--- src/rtl/seg_scan_ctrl.sv ---
// Four-digit time-multiplexed seven-segment scan controller with blanking gaps,
// leading-zero suppression and frame-aligned display updates via valid/ready.
module seg_scan_ctrl #(
    parameter int CLK_DIV      = 100000,
    parameter int BLANK_CYCLES = 16,
    parameter int CNT_W        = 17
) (
    input  logic        clk,
    input  logic        rst_n,
    input  logic        upd_valid,
    input  logic [15:0] upd_data,
    output logic        upd_ready,
    input  logic        lz_en,
    output logic [3:0]  dec_d,
    output logic [3:0]  an,
    output logic        frame_done
);

    typedef enum logic {BLANK, SHOW} state_t;

    localparam logic [CNT_W-1:0] SLOT_LAST  = CNT_W'(CLK_DIV - 1);
    localparam logic [CNT_W-1:0] SLOT_PRE   = CNT_W'(CLK_DIV - 2);
    localparam logic [CNT_W-1:0] BLANK_LAST = CNT_W'(BLANK_CYCLES - 1);

    state_t           state;
    logic [1:0]       idx;
    logic [CNT_W-1:0] cnt;
    logic [15:0]      disp;
    logic [15:0]      pending;

    logic        boundary;
    logic [15:0] disp_next;
    logic [1:0]  idx_next;
    logic [3:0]  nib_next;
    logic        zero_above;
    logic [3:0]  lit_an;

    // The pending register is full exactly when upd_ready is low, so the ready
    // flop doubles as the pending-valid flag.
    always_comb begin
        boundary  = (state == SHOW) && (cnt == SLOT_LAST) && (idx == 2'd3);
        disp_next = disp;
        if (boundary && !upd_ready) begin
            disp_next = pending;
        end
        idx_next = idx + 2'd1;
        case (idx_next)
            2'd0:    nib_next = disp_next[3:0];
            2'd1:    nib_next = disp_next[7:4];
            2'd2:    nib_next = disp_next[11:8];
            default: nib_next = disp_next[15:12];
        endcase
        case (idx)
            2'd3:    zero_above = (disp[15:12] == 4'h0);
            2'd2:    zero_above = (disp[15:8] == 8'h00);
            2'd1:    zero_above = (disp[15:4] == 12'h000);
            default: zero_above = 1'b0;
        endcase
        lit_an = (lz_en && zero_above) ? 4'b1111 : ~(4'b0001 << idx);
    end

    // dec_d is only reloaded on entry to BLANK, while every anode is dark.
    always_ff @(posedge clk or negedge rst_n) begin
        if (!rst_n) begin
            state      <= BLANK;
            idx        <= 2'd0;
            cnt        <= '0;
            disp       <= 16'h0000;
            pending    <= 16'h0000;
            an         <= 4'b1111;
            dec_d      <= 4'h0;
            upd_ready  <= 1'b1;
            frame_done <= 1'b0;
        end else begin
            frame_done <= (idx == 2'd3) && (cnt == SLOT_PRE);
            disp       <= disp_next;
            case (state)
                BLANK: begin
                    cnt <= cnt + CNT_W'(1);
                    if (cnt == BLANK_LAST) begin
                        state <= SHOW;
                        an    <= lit_an;
                    end
                end
                SHOW: begin
                    if (cnt == SLOT_LAST) begin
                        cnt   <= '0;
                        state <= BLANK;
                        idx   <= idx_next;
                        an    <= 4'b1111;
                        dec_d <= nib_next;
                    end else begin
                        cnt <= cnt + CNT_W'(1);
                        an  <= lit_an;
                    end
                end
                default: begin
                    state <= BLANK;
                    cnt   <= '0;
                    an    <= 4'b1111;
                end
            endcase
            if (boundary && !upd_ready) begin
                upd_ready <= 1'b1;
            end else if (upd_valid && upd_ready) begin
                pending   <= upd_data;
                upd_ready <= 1'b0;
            end
        end
    end

endmodule

--- config.mk ---
export PLATFORM = sky130hd
export DESIGN_NAME = seg_scan_ctrl
export DESIGN_NICKNAME = d
export VERILOG_FILES = /design/src/rtl/seg_scan_ctrl.sv
export SDC_FILE = /design/constraint.sdc
export NUM_CORES = 1
export LEC_CHECK = 0
export CAP_MARGIN = 0
export CORE_AREA = 4 4 81 83
export CTS_BUF_LIST = sky130_fd_sc_hd__clkbuf_4
export CTS_CLUSTER_SIZE = 28
export DETAILED_ROUTE_END_ITERATION = 10
export DIE_AREA = 0 0 85 87
export PLACE_DENSITY = 0.72
export SETUP_SLACK_MARGIN = 0.2
export SYNTH_ARGS = -nofsm -noshare
export SYNTH_HDL_FRONTEND = slang
export SYNTH_SLANG_ARGS = --single-unit
--- constraint.sdc ---
create_clock -name clk -period 2.45 [get_ports clk]
set_input_delay 0.49 -clock clk [delete_from_list [all_inputs] [get_ports clk]]
set_output_delay 0.49 -clock clk [all_outputs]
set_load 0.05 [all_outputs]
### Word level (Yosys, flattened, before mapping)

Cells that the tools add are included.

| cells by class | value |
|---|---|
| add/subtract/negate cells | 2 |
| multiply operators | 0 |
| div/mod/pow operators | 0 |
| $lt $le $gt $ge | 0 |
| equality and inequality tests | 9 |
| shift operators | 1 |
| muxes and demuxes | 14 |
| bitwise gates (word level) | 3 |
| reductions and logical operators | 14 |

Operators with widths:

| operator | count |
|---|---|
| 17-bit == test, second input constant | 2 |
| 17-bit case mux with 2 select lines | 1 |
| 17-bit by 1-bit adder with 17-bit output, second input constant | 1 |
| 17-bit by 4-bit == test with 1-bit output, second input constant | 1 |
| 17-bit two-way mux | 1 |
| 16-bit two-way mux | 1 |
| 12-bit logical NOT | 1 |
| 4-bit two-way mux | 3 |
| 4-bit case mux with 3 select lines | 1 |
| 8-bit logical NOT | 1 |
| 4-bit case mux with 2 select lines | 1 |
| 2-bit == test, second input constant | 3 |
| 1-bit logical AND | 6 |
| 2-bit by 1-bit == test with 1-bit output, second input constant | 2 |
| 4-bit logical NOT | 1 |
| 1-bit two-way mux | 4 |
| 4-bit NOT | 1 |
| 2-bit AND reduction | 2 |
| 1-bit by 2-bit << shifter with 4-bit output, first input constant | 1 |
| 1-bit case mux with 3 select lines | 1 |
| 2-bit by 1-bit adder with 2-bit output, second input constant | 1 |
| 2-bit logical NOT | 1 |
| 2-bit inequality test, second input constant | 1 |
| 1-bit NOT | 2 |
| other kinds (3) | 3 |

| storage, ports and cells | value |
|---|---|
| register bits | 62 |
| bits in latches | 0 |
| memory bits (writable) | 0 |
| memory bits (read-only) | 0 |
| output and inout port bits | 10 |
| memories | 0 |

### Longest topological paths before layout

Gate-level depths: netlist (run 1).

| logic depth | value |
|---|---|
| depth after elaboration | 6 |
| depth in mapped cells | 10 |
| mapped depth without buffers | 7 |

### Least setup slack after synthesis (run 1)

Ideal clock, no wire load.

| path | value |
|---|---|
| path kind | flip-flop to flip-flop |
| start | register cnt[11] |
| end | register dec_d[0] |
| setup time | 0.135 ns |
| arrival time | 2.338 ns |
| data required time | 2.315 ns |
| slack | -0.023 ns |
| cell stages (with the launch flop) | 8 |
| path buffers | 1 |
| path through | dfrtp_1 -> or4_4 -> nor4_4 -> and3_1 -> buf_6 -> mux2_2 -> a221oi_2 -> o31ai_2 |

| on the way | value |
|---|---|
| cells in the longest elaborated chain, start to end | 6 |
| elaborated cells between the ends (all ways) | 7 |
| those cells by class | eq/ne: 1; mux: 2; reduce/logical: 4 |

Ends and longest elaborated chain:

| item | line | RTL |
|---|---|---|
| start, declared | 27 | `logic [CNT_W-1:0] cnt;` |
| start signal, assigned | 79 | `cnt <= cnt + CNT_W'(1);` |
| start signal, assigned | 93 | `cnt <= cnt + CNT_W'(1);` |
| 17-bit == test | 41 | `boundary = (state == SHOW) && (cnt == SLOT_LAST) && (idx == 2'd3);` |
| 1-bit logical AND (2 in a row) | 41 |  |
| 1-bit logical AND | 43 | `if (boundary && !upd_ready) begin` |
| 16-bit two-way mux | 43 |  |
| named net disp_next[8] | 32 | `logic [15:0] disp_next;` |
| 4-bit case mux with 3 select lines | 47 | `case (idx_next)` |
| end signal, assigned | 91 | `dec_d <= nib_next;` |
| end, declared | 14 | `output logic [3:0] dec_d,` |

The timed path passes the listed nets, and every way through them passes these cells.
A chain may end at the register's enable or synchronous reset.

### Worst setup path in the final report (run 1)

| path | value |
|---|---|
| start | register cnt[14] |
| end | register dec_d[3] |

The elaborated chain is that of the path after synthesis.

==> results of run 1 <==
## synth_stat cells (all sizes together)
cell type  count
dfrtp         57
nand2         50
mux2          20
nor2          18
and3          12
xor2           9
a221o          8
ha             8
clkbuf         7
xnor2          7
dfstp          5
nand3          5
nor4           5
a221oi         4
inv            4
nand4          4
o31ai          4
a21oi          3
and2           3
and4           2
buf            2
o21ai          2
a21o           1
a31oi          1
a41o           1
a41oi          1
nand3b         1
o21a           1
or3            1
or4            1
## state kept, by name, summed over array words and instances, names as in the netlist
signal	cells
pending	16
disp	16
upd_ready	1
idx	2
cnt	17
an	4
state	1
frame_done	1
dec_d	4
## path summary, 6_finish.rpt
kind	start	slack, ns	end	cells after the start
setup reg to reg	cnt[14]$_DFF_PN0_	0.17	dec_d[3]$_DFFE_PN0P_	7
hold / removal	rst_n	0.1	cnt[0]$_DFF_PN0_	1
max in group asynchronous	rst_n	1.69	an[3]$_DFFE_PN1P_	2
setup / recovery	cnt[14]$_DFF_PN0_	0.17	dec_d[3]$_DFFE_PN0P_	7
min in group clk	disp[1]$_DFF_PN0_	0.48	disp[1]$_DFF_PN0_	2
hold reg to reg	disp[1]$_DFF_PN0_	0.48	disp[1]$_DFF_PN0_	2
## timing repair
item	in CTS	in global routing
cloned	0	1
buffers inserted	4	4
endpoints found under the setup margin	5	10
resized for setup	4	7
pin swaps	1	3
## routing by layer
layer  vias to the layer above  track usage  part of all wire  wire (um)
li1                        979            -                 -          -
met3                         9       0.0492             0.056        341
met1                      1025        0.247              0.47       2820
met4                         0       0.0892             0.020        124
met5                         -            0                 0          0
met2                        55        0.249              0.46       2760
## layout make-up
cell class / instances / area, um2 / share of cell area
flip-flops and latches: 62 / 1560 / 0.448
multi-input cells: 173 / 1250 / 0.360
repair buffers: 50 / 468 / 0.134
well taps: 75 / 93.8 / 0.0270
clock buffers: 10 / 75.1 / 0.0216
clock inverters: 4 / 16.3 / 0.00467
inverters: 4 / 15.0 / 0.00431
## cell families (layout without fill, tap and decap cells)
logic type / after synthesis / after routing / share of synthesized area
AOI/OAI and AO/OA: 26 / 26 / 0.0824
xor gates and xnor gates: 16 / 16 / 0.0496
adders and majority gates: 8 / 8 / 0.0354
buffers and inverters: 13 / 68 / 0.0226
DFF: 62 / 62 / 0.552
muxes: 20 / 20 / 0.0837
and+or+nand+nor: 102 / 103 / 0.175
## cell usage in the layout, fill, tap and decap left out, types with 5 or more instances in the layout
cell type                         count
sky130_fd_sc_hd__a221o_1              8
sky130_fd_sc_hd__and3_1              11
sky130_fd_sc_hd__buf_4               19
sky130_fd_sc_hd__clkbuf_4            10
sky130_fd_sc_hd__clkdlybuf4s50_1     23
sky130_fd_sc_hd__dfrtp_1             57
sky130_fd_sc_hd__dfstp_2              5
sky130_fd_sc_hd__ha_1                 8
sky130_fd_sc_hd__mux2_2              16
sky130_fd_sc_hd__nand2_1             50
sky130_fd_sc_hd__nor2_1              18
sky130_fd_sc_hd__xnor2_1              7
sky130_fd_sc_hd__xor2_1               9
## power by group
| group | internal [mW] | switching (mW) | total (mW) |
|---|---|---|---|
| Sequential | 1.05 | 0.0249 | 1.08 |
| Combinational | 0.0508 | 0.0292 | 0.0800 |
| Clock | 0.198 | 0.329 | 0.527 |
## metrics by stage
stage	cell area (um2)	util	total power, mW
final	3480	0.595	1.69
after global routing	3480	0.595	1.77
after CTS	3420	0.584	1.71
after detailed placement	3290	0.562	1.18
after global placement	3290	0.562	1.18
after floorplan	2850	-	1.11
==> metrics list, run 1 <==
* Result of the run: finished, final reports clean
* Mean instance size in the synthesized netlist: 11.4 um2
- Post-Syn Area: around 2800 um2
- Required time at the endpoint of the critical path: around 2.7 ns
- Classification of the worst-slack hold path: input pin to async pin
- The number of antenna violations at the first check in global routing was 0.
- Of the synthesized area, sequential elements account for 0.552.
- For this block, the initial DRC count from the detailed router was 149.
- 30 I/O pins were placed.
- Buffers added on ports: 29
* Post-place setup slack: 0.0806 ns
* Sort of element at the start of the critical path: flip-flop
* Number of vias per cell: about 5.5
- Counting the fill cells in the layout gives approximately 490.
* Area of the core: 5850 um2
* Largest net degree at the start of global routing: 37
- Ratio of final minimum period to clock period: 0.932
* Number of nets at the end of the flow: approximately 330
- Cell family contributing the most delay on the critical path: simple AND/OR/NAND/NOR gates
- Post-synth cell types: 35
- Clock buffers created by TritonCTS: 9
- Clock-pin slew was measured on the worst setup and hold paths at around 0.09 ns.
- Once detail routing completed, the nets flagged for antenna violations numbered 0.
- Crit path max fanout: 5
- Max VDD drop: 0.284 mV
- For this block, the via count after detailed routing is 2068.
* Shortest clock period the worst path allows after layout: 2.28 ns
- The die covers 7400 um2.
* Layout cell share with drive strength beyond 1: 0.238
- Cell-by-cell trace of the critical path: or4_4 -> nor4_4 -> buf_4 -> nand3_4 -> mux2_4 -> a221oi_2 -> o31ai_2
- The biggest area contributor in the post-synthesis netlist is sky130_fd_sc_hd__dfrtp_1.
* Count of pins over their slew limit: 0
- The first global-routing pass estimated roughly 10 mm of wire.
* Starting Density: 0.483
- Nets in the synthesized netlist: 275
- The number of global-route vias before repair was between 2000 and 2500.
- Post-route clock skew: 0.00766 ns
- By startpoint and endpoint, the worst setup path is classified as flip-flop to flip-flop.
- The initialized floorplan defines 28 standard-cell rows.
- Latest clock arrival within the worst-skew pair: about 0.39 ns
- Worst Slack Setup Final: around 0.17 ns
* CP peak stage delay: about 0.57 ns
- Derived from the worst setup path, the maximum achievable clock frequency is 438 MHz.
* Total track usage: 0.176
* Post-synthesis cell count: around 250
- Count of final hold-check violations: 0
* Final worst hold slack: between 0.09 and 0.1 ns
- Leakage power: 1.66 nW
* Post-synthesis sequential element count: 62
- Number of cells in the design after placement: 355
* CTS tree: yes
* Clock root buffer: sky130_fd_sc_hd__clkbuf_4
* DIE HEIGHT: a little under 90 um
* Number of optimization iterations in the first detailed-route pass: 4
- Average wire length per cell after detail routing: around 16 um
- Die outline width: 85 um
- Dominant cells by area after synthesis: sky130_fd_sc_hd__dfrtp_1 (51%), sky130_fd_sc_hd__mux2_2 (6.8%), sky130_fd_sc_hd__nand2_1 (6.6%)
- Arrival @ worst endpoint: 2.57 ns
* Capturing element type of the critical path: flip-flop
* Final HPWL from detailed placement: ~4.2 mm
- Max-cap violations in this run came to 0.
* Post-CTS Hold Buffers: 0
* Total grt overflow: 0
- Final setup violation count: 0
- The number of buffers and inverters on the critical path is 1.
- Yosys printed 0 warnings.
- Setup_tns: 0 ns
- For the pin with the worst max-slew slack, the measured transition is about 0.6 ns.
- Setup repair after global routing could not meet its margin everywhere.
- Global placer's final weighted congestion: around 0.88
- For this run, design rule violations remaining after detail routing come to 0.
- The H-tree was split into 3 levels.
* Area grow syn2layout: 23.2%
* Final Routed Wirelength: about 6 mm
- 0 antenna diodes ended up in the layout.
- Finished Layout Cells: approximately 380
- The share of synthesized area in the top cell type comes to 0.505.
- In this run the tightest slew margin relative to its limit is 0.599.
- Pwr dens: ~480 nW/um2
- Among all stages on the critical path, the largest delay is contributed by sky130_fd_sc_hd__or4_4.
- The longest clock path from root to sink contains 2 buffers.
- The tree built by TritonCTS fans out to 62 sinks.
(Power assumes the default switching activity.)
==> run 2, diff against run 1 <==
- PLACE_DENSITY: 0.72 -> 0.7
- RECOVER_POWER: default -> 100
- clock period: 2.45 -> 2.4 ns (I/O delays scaled with it)
==> run 2 against run 1 <==
Compared with the run above: the run now ends with capacitance limit left; critical path depth is 1 higher; sequential power hardly changed; sequential share of layout area down 0.064 points; global-route usage is 0.64 points higher; register-to-register slack barely moved; flip-flop and latch count unchanged; final cell count grew 1.6%; wire length shrank 0.40%; setup slack worse by 0.013 ns; core utilization up 0.086 points; combinational power fell by 2%; cell area grew 0.14%.
==> metrics list, run 2 (synthesis results as in run 1) <==
- Clock net sink count: 62 (unchanged)
- Worst r2r path cells: 8 (+1)
* Number of buffers between clock root and the deepest sink: 2 (unchanged)
* Design Area, Final: 3480 um2 (+0.14%)
- Area grow syn2layout: 23.4%
- The worst endpoint data arrival time was 2.56 ns (about the same).
* Pwr dens: 512 nW/um2 (+5.8%)
- CP peak stage delay: 0.56 ns (about the same)
- Broken down by cell family, the worst path's largest delay share belongs to simple AND/OR/NAND/NOR gates.
- Total grt overflow: 0 (unchanged)
* Max VDD drop: 0.303 mV (+6.7%)
* Flip-flop count of the largest register after layout: 17 (unchanged)
- The total count of hold-check failures in the final report came to 0 (unchanged).
- The worst setup path is of the flip-flop to flip-flop kind.
* Global-route wire length before repair: 10.3 mm (+2.5%)
- The number of cells after detailed placement came to 357 (+0.56%).
- In the layout the commonest cells are sky130_fd_sc_hd__dfrtp_1 (57), sky130_fd_sc_hd__nand2_1 (50), sky130_fd_sc_hd__nor2_1 (18), sky130_fd_sc_hd__clkdlybuf4s50_1 (17), sky130_fd_sc_hd__mux2_2 (16).
* Worst Hold Path Cells: 2
- The max-capacitance violation count was 1 (+1).
- Result of the run: finished, violations left
- Reg-to-reg slack, setup: 0.15 ns (about the same)
- The instance area at placement is 3300 um2 (+0.46%).
* Number of global-route vias before repair: 2017 (-0.88%)
- Worst Slack Setup Final: 0.154 ns (-0.0134 ns)
- In this run the critical register-to-register path is captured at dec_d[3]$_DFFE_PN0P_.
- Failing checks: capacitance limit
- Count of pins over their slew limit: 0 (unchanged)
* Classification of the worst-slack hold path: flip-flop to flip-flop
- Largest register by flop count: cnt
- Among the stages of the critical path, the cell type that occurs most often is sky130_fd_sc_hd__buf_4.
- STA classifies the critical path startpoint as a flip-flop.
* Capturing element type of the critical path: flip-flop
- Global placer's final weighted congestion: 0.815 (-7.1%)
- The number of I/O port buffers is 29 (unchanged).
- The half-perimeter wire length after placement is 4.23 mm (+1.4%).
* Remaining max-slew budget at the tightest pin: 0.000858 (-0.599)
- Largest net degree at the start of global routing: 63 (+70%)
* Clock buffers created by TritonCTS: 9 (unchanged)
- The height of the die is 87 um (unchanged).
- Actual slew at the worst max-slew pin: 1.50 ns (+0.898 ns)
- The total inserted antenna cells came to 0 (unchanged).
- Number of top-level pins: 30 (unchanged)
- Crit path max fanout: 4 (-1)
* Fillers: 505 (+3.5%)
- The number of antenna violations at the first check in global routing was 0 (unchanged).
- Leading cell type in the layout, fill and taps excluded: sky130_fd_sc_hd__dfrtp_1
- Setup repair after global routing missed its margin: yes
- Setup_tns: 0 ns (unchanged)
- Number of vias per cell: 5.28 (-3.5%)
- Required time at the endpoint of the critical path: 2.71 ns (-0.03 ns)
- H-tree depth reported by CTS: 3 (unchanged)
* Total track usage: 0.183 (+0.00645)
- Final worst hold slack: 0.484 ns (+0.388 ns)
- Final Routed Wirelength: 6.03 mm (-0.40%)
- The area of the core is 5850 um2 (unchanged).
- Die area: 7400 um2 (unchanged)
* Critical Path Slowest Stage Cell: sky130_fd_sc_hd__or4_4
- The count of endpoints failing setup in the final report was 0 (unchanged).
* Ratio of final minimum period to clock period: 0.936 (+0.00418)
- The highest achievable clock rate came to 445 MHz (+1.6%).
- Largest registers: cnt: 17 flops, disp: 16 flops, pending: 16 flops
- The non-filler instance count after layout was 384 (+1.6%).
* Endpoint of the worst hold-timing path: disp[2]$_DFF_PN0_
- The worst path buffer plus inverter count is 4 (+3).
- The initial standard-cell utilization of the core was 0.483 (unchanged).
- The die span in x is 85 um (unchanged).
- Min-delay src: disp[2]$_DFF_PN0_
- The total power draw is 1.78 mW (+5.9%).
- Latest clock arrival within the worst-skew pair: 0.42 ns (+0.03 ns)
- In this run the critical register-to-register path is launched from cnt[13]$_DFF_PN0_.
- Post-CTS clock slew at the launch and capture registers of the worst setup and hold paths: 0.12 ns (+0.03 ns)
- Util after Layout: 0.596 (+0.000856)
- The first-pass iteration count of the detailed router came to 4 (unchanged).
* Shortest clock period the worst path allows after layout: 2.25 ns (-0.0366 ns)
- The hold buffer count at cts is 0 (unchanged).
- The cell sitting at the root of the clock tree is a sky130_fd_sc_hd__clkbuf_4.
* Initial DRC Count: 144 (-3.4%)
* Post-DRT Antenna Nets: 0 (unchanged)
* Layout cell share with drive strength beyond 1: 0.239 (+0.00186)
- Number of nets at the end of the flow: 332 (+1.2%)
- The final worst clock skew is 0.0213 ns (+0.0136 ns).
- The leakage dissipation is 1.67 nW (+0.17%).
* Cell-by-cell trace of the critical path: or4_4 -> nor4_4 -> buf_4 -> clkbuf_4 -> buf_4 -> nand3_1 -> clkbuf_1 -> o31ai_1
- Total number of placement rows: 28 (unchanged)
- Detailed-route DRC error count: 0 (unchanged)
- The average detailed-routed wire length per instance is 15.7 um (-2.0%).
* Logic depth of the worst setup path including buffers: 8 (+1)
- TritonCTS built the clock tree.
- The routed via count came to 2027 (-2.0%).
* Post-place setup slack: 0.0111 ns (-0.0695 ns)
run 2: how the worst max path moves through the flow:
stage                                  from                    to
final                     cnt[13]$_DFF_PN0_  dec_d[3]$_DFFE_PN0P_
after global routing      cnt[14]$_DFF_PN0_      cnt[7]$_DFF_PN0_
after CTS                 cnt[13]$_DFF_PN0_  dec_d[3]$_DFFE_PN0P_
after detailed placement  cnt[14]$_DFF_PN0_  dec_d[0]$_DFFE_PN0P_
after global placement    cnt[14]$_DFF_PN0_  dec_d[0]$_DFFE_PN0P_
after floorplan           cnt[14]$_DFF_PN0_  dec_d[0]$_DFFE_PN0P_
run 2: routing by layer:
layer | routed length (um) | GRT usage | vias to the layer above
met5 | 0 | 0 | -
met4 | 126 | 0.0777 | 0
met3 | 237 | 0.0445 | 11
met2 | 2790 | 0.270 | 44
met1 | 2870 | 0.257 | 991
li1 | - | - | 981
run 2: area by class of cell:
class | instances | area, um2 | area share
Inverter | 4 | 15.0 | 0.00431
Sequential cell | 62 | 1560 | 0.447
Tap cell | 75 | 93.8 | 0.0269
Clock inverter | 5 | 27.5 | 0.00790
Multi-Input combinational cell | 172 | 1260 | 0.362
Timing Repair Buffer | 55 | 447 | 0.128
Clock buffer | 11 | 82.6 | 0.0237
run 2: repair_timing:
action                     in CTS  in global routing
setup endpoints to repair       9                 22
buffers inserted                7                  4
pin swaps                       7                  6
resized for setup              11                 13
run 2: worst min-delay path, delay by kind of cell (launching register included):
family | cells | cell delay, ns
flip-flops | 1 | 0.36
AND/OR/NAND/NOR | 2 | 0.10
run 2: where the power goes:
group / switching, mW / internal [mW]
combinational: 0.0299 / 0.0487
sequential: 0.0249 / 1.08
clock: 0.376 / 0.229
==> run 3, diff against run 2 <==
- CORE_AREA: 4 4 81 83 -> 4 4 101 103
- DIE_AREA: 0 0 85 87 -> 0 0 105 107
- PLACE_DENSITY: 0.7 -> default
==> run 3 against run 2 <==
Compared with the run above: the flow now finishes without violations; wire length fell by 0.37%; first-iteration DRC count down 39%; power grew 11%; setup slack lost 0.0086 ns; critical path depth down 2; die area up 52%; sequential power hardly changed; final cell count grew 8.3%; flip-flop and latch count did not move; global-route usage down 6.5 points; hold slack got worse by 0.21 ns; critical endpoint is now dec_d[1]$_DFFE_PN0P_; largest cell class unchanged.
==> metrics list, run 3 (synthesis results as in run 1) <==
* GR Util met1: 0.171 (-0.0857)
- The largest vdd supply drop was 0.274 mV (-9.6%).
* Final HPWL from detailed placement: 4.31 mm (+1.9%)
- The total DRC errors in the routed layout was 0 (unchanged).
- H-tree depth reported by CTS: 3 (unchanged)
- Global placer's final weighted congestion: 0.785 (-3.7%)
- The number of global-route vias before repair came to 2060 (+2.1%).
- The die span in x was 105 um (+24%).
- The total count of hold-check failures in the final report is 0 (unchanged).
- Design Area, Final: 3530 um2 (+1.4%)
- Clock net sink count: 62 (unchanged)
* Largest register by flop count: cnt
- The pin count of the biggest net entering global routing came to 25 (-60%).
* Area of the core: 9200 um2 (+57%)
* CP peak stage delay: 0.56 ns (about the same)
- The number of flip-flops under the largest register name is 17 (unchanged).
- The initial standard-cell utilization of the core is 0.307 (-0.176).
- The number of buffers on the longest clock path came to 2 (unchanged).
* Initial DRC Count: 88 (-39%)
* Shortest clock period the worst path allows after layout: 2.25 ns (+0.00860 ns)
* Final setup violation count: 0 (unchanged)
- met1 is the most crowded layer.
- STA classifies the critical path endpoint as a flip-flop.
- Relative to the synthesized area, the layout overhead comes to 25.1%.
- Clock root buffer: sky130_fd_sc_hd__clkbuf_4
- The number of antenna violations at the first check in global routing came to 0 (unchanged).
- Actual slew at the worst max-slew pin: 1.18 ns (-0.317 ns)
* Arrival @ worst endpoint: 2.56 ns (about the same)
- Clock buffers created by TritonCTS: 9 (unchanged)
- M2 GR Usage: 0.162 (-0.108)
* Most frequent cells in the layout: sky130_fd_sc_hd__dfrtp_1 (57), sky130_fd_sc_hd__nand2_1 (50), sky130_fd_sc_hd__nor2_1 (18), sky130_fd_sc_hd__clkdlybuf4s50_1 (17), sky130_fd_sc_hd__mux2_2 (16)
* Cell area after placement: 3350 um2 (+1.4%)
* Buffers added on ports: 29 (unchanged)
- Post-CTS clock slew at the launch and capture registers of the worst setup and hold paths: 0.11 ns (about the same)
- The number of pins exceeding their max-slew limit in the final report is 0 (unchanged).
- Number of nets at the end of the flow: 329 (-0.90%)
- Remaining max-slew budget at the tightest pin: 0.212 (+0.211)
- Final Routed Wirelength: 6.00 mm (-0.37%)
* Critical path class: flip-flop to flip-flop
* Maximum frequency from static timing analysis: 444 MHz (-0.38%)
- The standard-cell row count came to 35 (+25%).
- CTS tree: yes
* Total track usage: 0.117 (-0.0654)
* Average wire length per cell after detail routing: 14.4 um (-8.0%)
* Util after Layout: 0.384 (-0.212)
- Die area: 11200 um2 (+52%)
- Crit path max fanout: 6 (+2)
- Largest registers: cnt: 17 flops, disp: 16 flops, pending: 16 flops
* Number of top-level pins: 30 (unchanged)
- The slowest stage of the critical path is the sky130_fd_sc_hd__or4_4 cell.
- Leakage power: 1.66 nW (about the same)
- DIE HEIGHT: 107 um (+23%)
- The period utilization was 0.939 (+0.00358).
* Leading cell type in the layout, fill and taps excluded: sky130_fd_sc_hd__dfrtp_1
- The layout cell share with drive strength beyond 1 came to 0.203 (-0.0362).
- Setup_tns: 0 ns (unchanged)
- The worst hold path belongs to the class input pin to async pin.
- Pwr dens: 560 nW/um2 (+9.3%)
* Via Count: 2036 (+0.44%)
- Sort of element at the start of the critical path: flip-flop
* Cell-by-cell trace of the critical path: or4_4 -> nor4_4 -> and3_4 -> mux2_1 -> a221oi_2 -> o31ai_1
- The global-route track usage on met3 came to 0.0217 (-0.0228).
- Result of the run: finished, final reports clean
* Setup repair after global routing missed its margin: yes
* Post-CTS Hold Buffers: 0 (unchanged)
- Global-route wire length before repair: 10.4 mm (+0.67%)
- The data required time at the worst endpoint was 2.71 ns (about the same).
- Number of vias per cell: 4.89 (-7.3%)
- Diode insertion count for antenna repair: 0 (unchanged)
- Latest clock arrival within the worst-skew pair: 0.42 ns (about the same)
* Post-DRT Antenna Nets: 0 (unchanged)
- The overall overflow remaining after global route came to 0 (unchanged).
- Number of optimization iterations in the first detailed-route pass: 4 (unchanged)
- The max-capacitance violation count came to 0 (-1).
- Post-route clock skew: 0.0151 ns (-0.00616 ns)
==> run 3: changes by cell type in the layout (fill, tap and decap cells not counted), moves of 2 or more <==
cell                        previous run  this run
sky130_fd_sc_hd__clkinv_2              4         0
sky130_fd_sc_hd__bufinv_16             0         2
sky130_fd_sc_hd__clkbuf_2              2         0
sky130_fd_sc_hd__clkbuf_4             14        12
sky130_fd_sc_hd__clkinv_1              0         2
sky130_fd_sc_hd__dfstp_1               1         3
sky130_fd_sc_hd__dfstp_2               4         2
==> run 3: cell type report <==
| type | instances | area (um2) |
|---|---|---|
| multi-input combinational | 172 | 1240 |
| clock inverter | 5 | 75.1 |
| clock buffer | 10 | 75.1 |
| timing repair buffer | 52 | 433 |
| tap | 111 | 139 |
| sequential | 62 | 1560 |
| inverter | 4 | 15.0 |
| fill | 931 | 5660 |
==> run 3: stage by stage <==
stage / cells / worst slack [ns] / total power [mW] / hold slack (ns)
final: 416 / 0.145 / 1.98 / 0.276
after CTS: 412 / 0.124 / 2.01 / 0.0342
after detailed placement: 393 / 0.0360 / 1.21 / 0.461
after floorplan: 247 / 0.150 / 1.14 / 0.184
after global placement: 393 / 0.0726 / 1.21 / 0.457
after global routing: 416 / 0.0338 / 2.07 / 0.374
==> run 3: report_power, final <==
part	switching (mW)	leakage, nW	total, mW	internal (mW)
sequential	0.0244	0.803	1.10	1.08
combinational	0.0300	0.784	0.0796	0.0496
clock	0.376	0.0776	0.798	0.422
total	0.431	1.66	1.98	1.55
==> run 3: worst paths after layout <==
| path | from | to | slack (ns) | depth (start not counted) |
|---|---|---|---|---|
| worst max-delay path | cnt[14]$_DFF_PN0_ | dec_d[1]$_DFFE_PN0P_ | 0.15 | 6 |
| worst min-delay path | rst_n | disp[2]$_DFF_PN0_ | 0.28 | 1 |
| worst max register to register | cnt[14]$_DFF_PN0_ | dec_d[1]$_DFFE_PN0P_ | 0.15 | 6 |
| max in group asynchronous | rst_n | idx[0]$_DFFE_PN0P_ | 0.47 | 2 |
| worst min register to register | dec_d[1]$_DFFE_PN0P_ | dec_d[1]$_DFFE_PN0P_ | 0.48 | 2 |
| min in group clk | dec_d[1]$_DFFE_PN0P_ | dec_d[1]$_DFFE_PN0P_ | 0.48 | 2 |
==> run 3: worst max-delay path, delay by kind of cell, from the launching register on <==
kind | cells | cell delay, ns
flip-flops | 1 | 0.39
AND/OR/NAND/NOR | 3 | 1.04
multiplexers | 1 | 0.37
AO/OA/AOI/OAI | 2 | 0.37
==> run 3: metal layers <==
metal	up-vias	wire length, um
met1	1006	3160
met4	0	119
met5	-	0
met2	38	2510
li1	982	-
met3	10	207
==> run 3: what timing repair did <==
action                     4_1_cts  5_1_grt
pin swaps                        4        3
setup buffers                    4        4
gates resized for setup          9        5
setup endpoints to repair        9        4
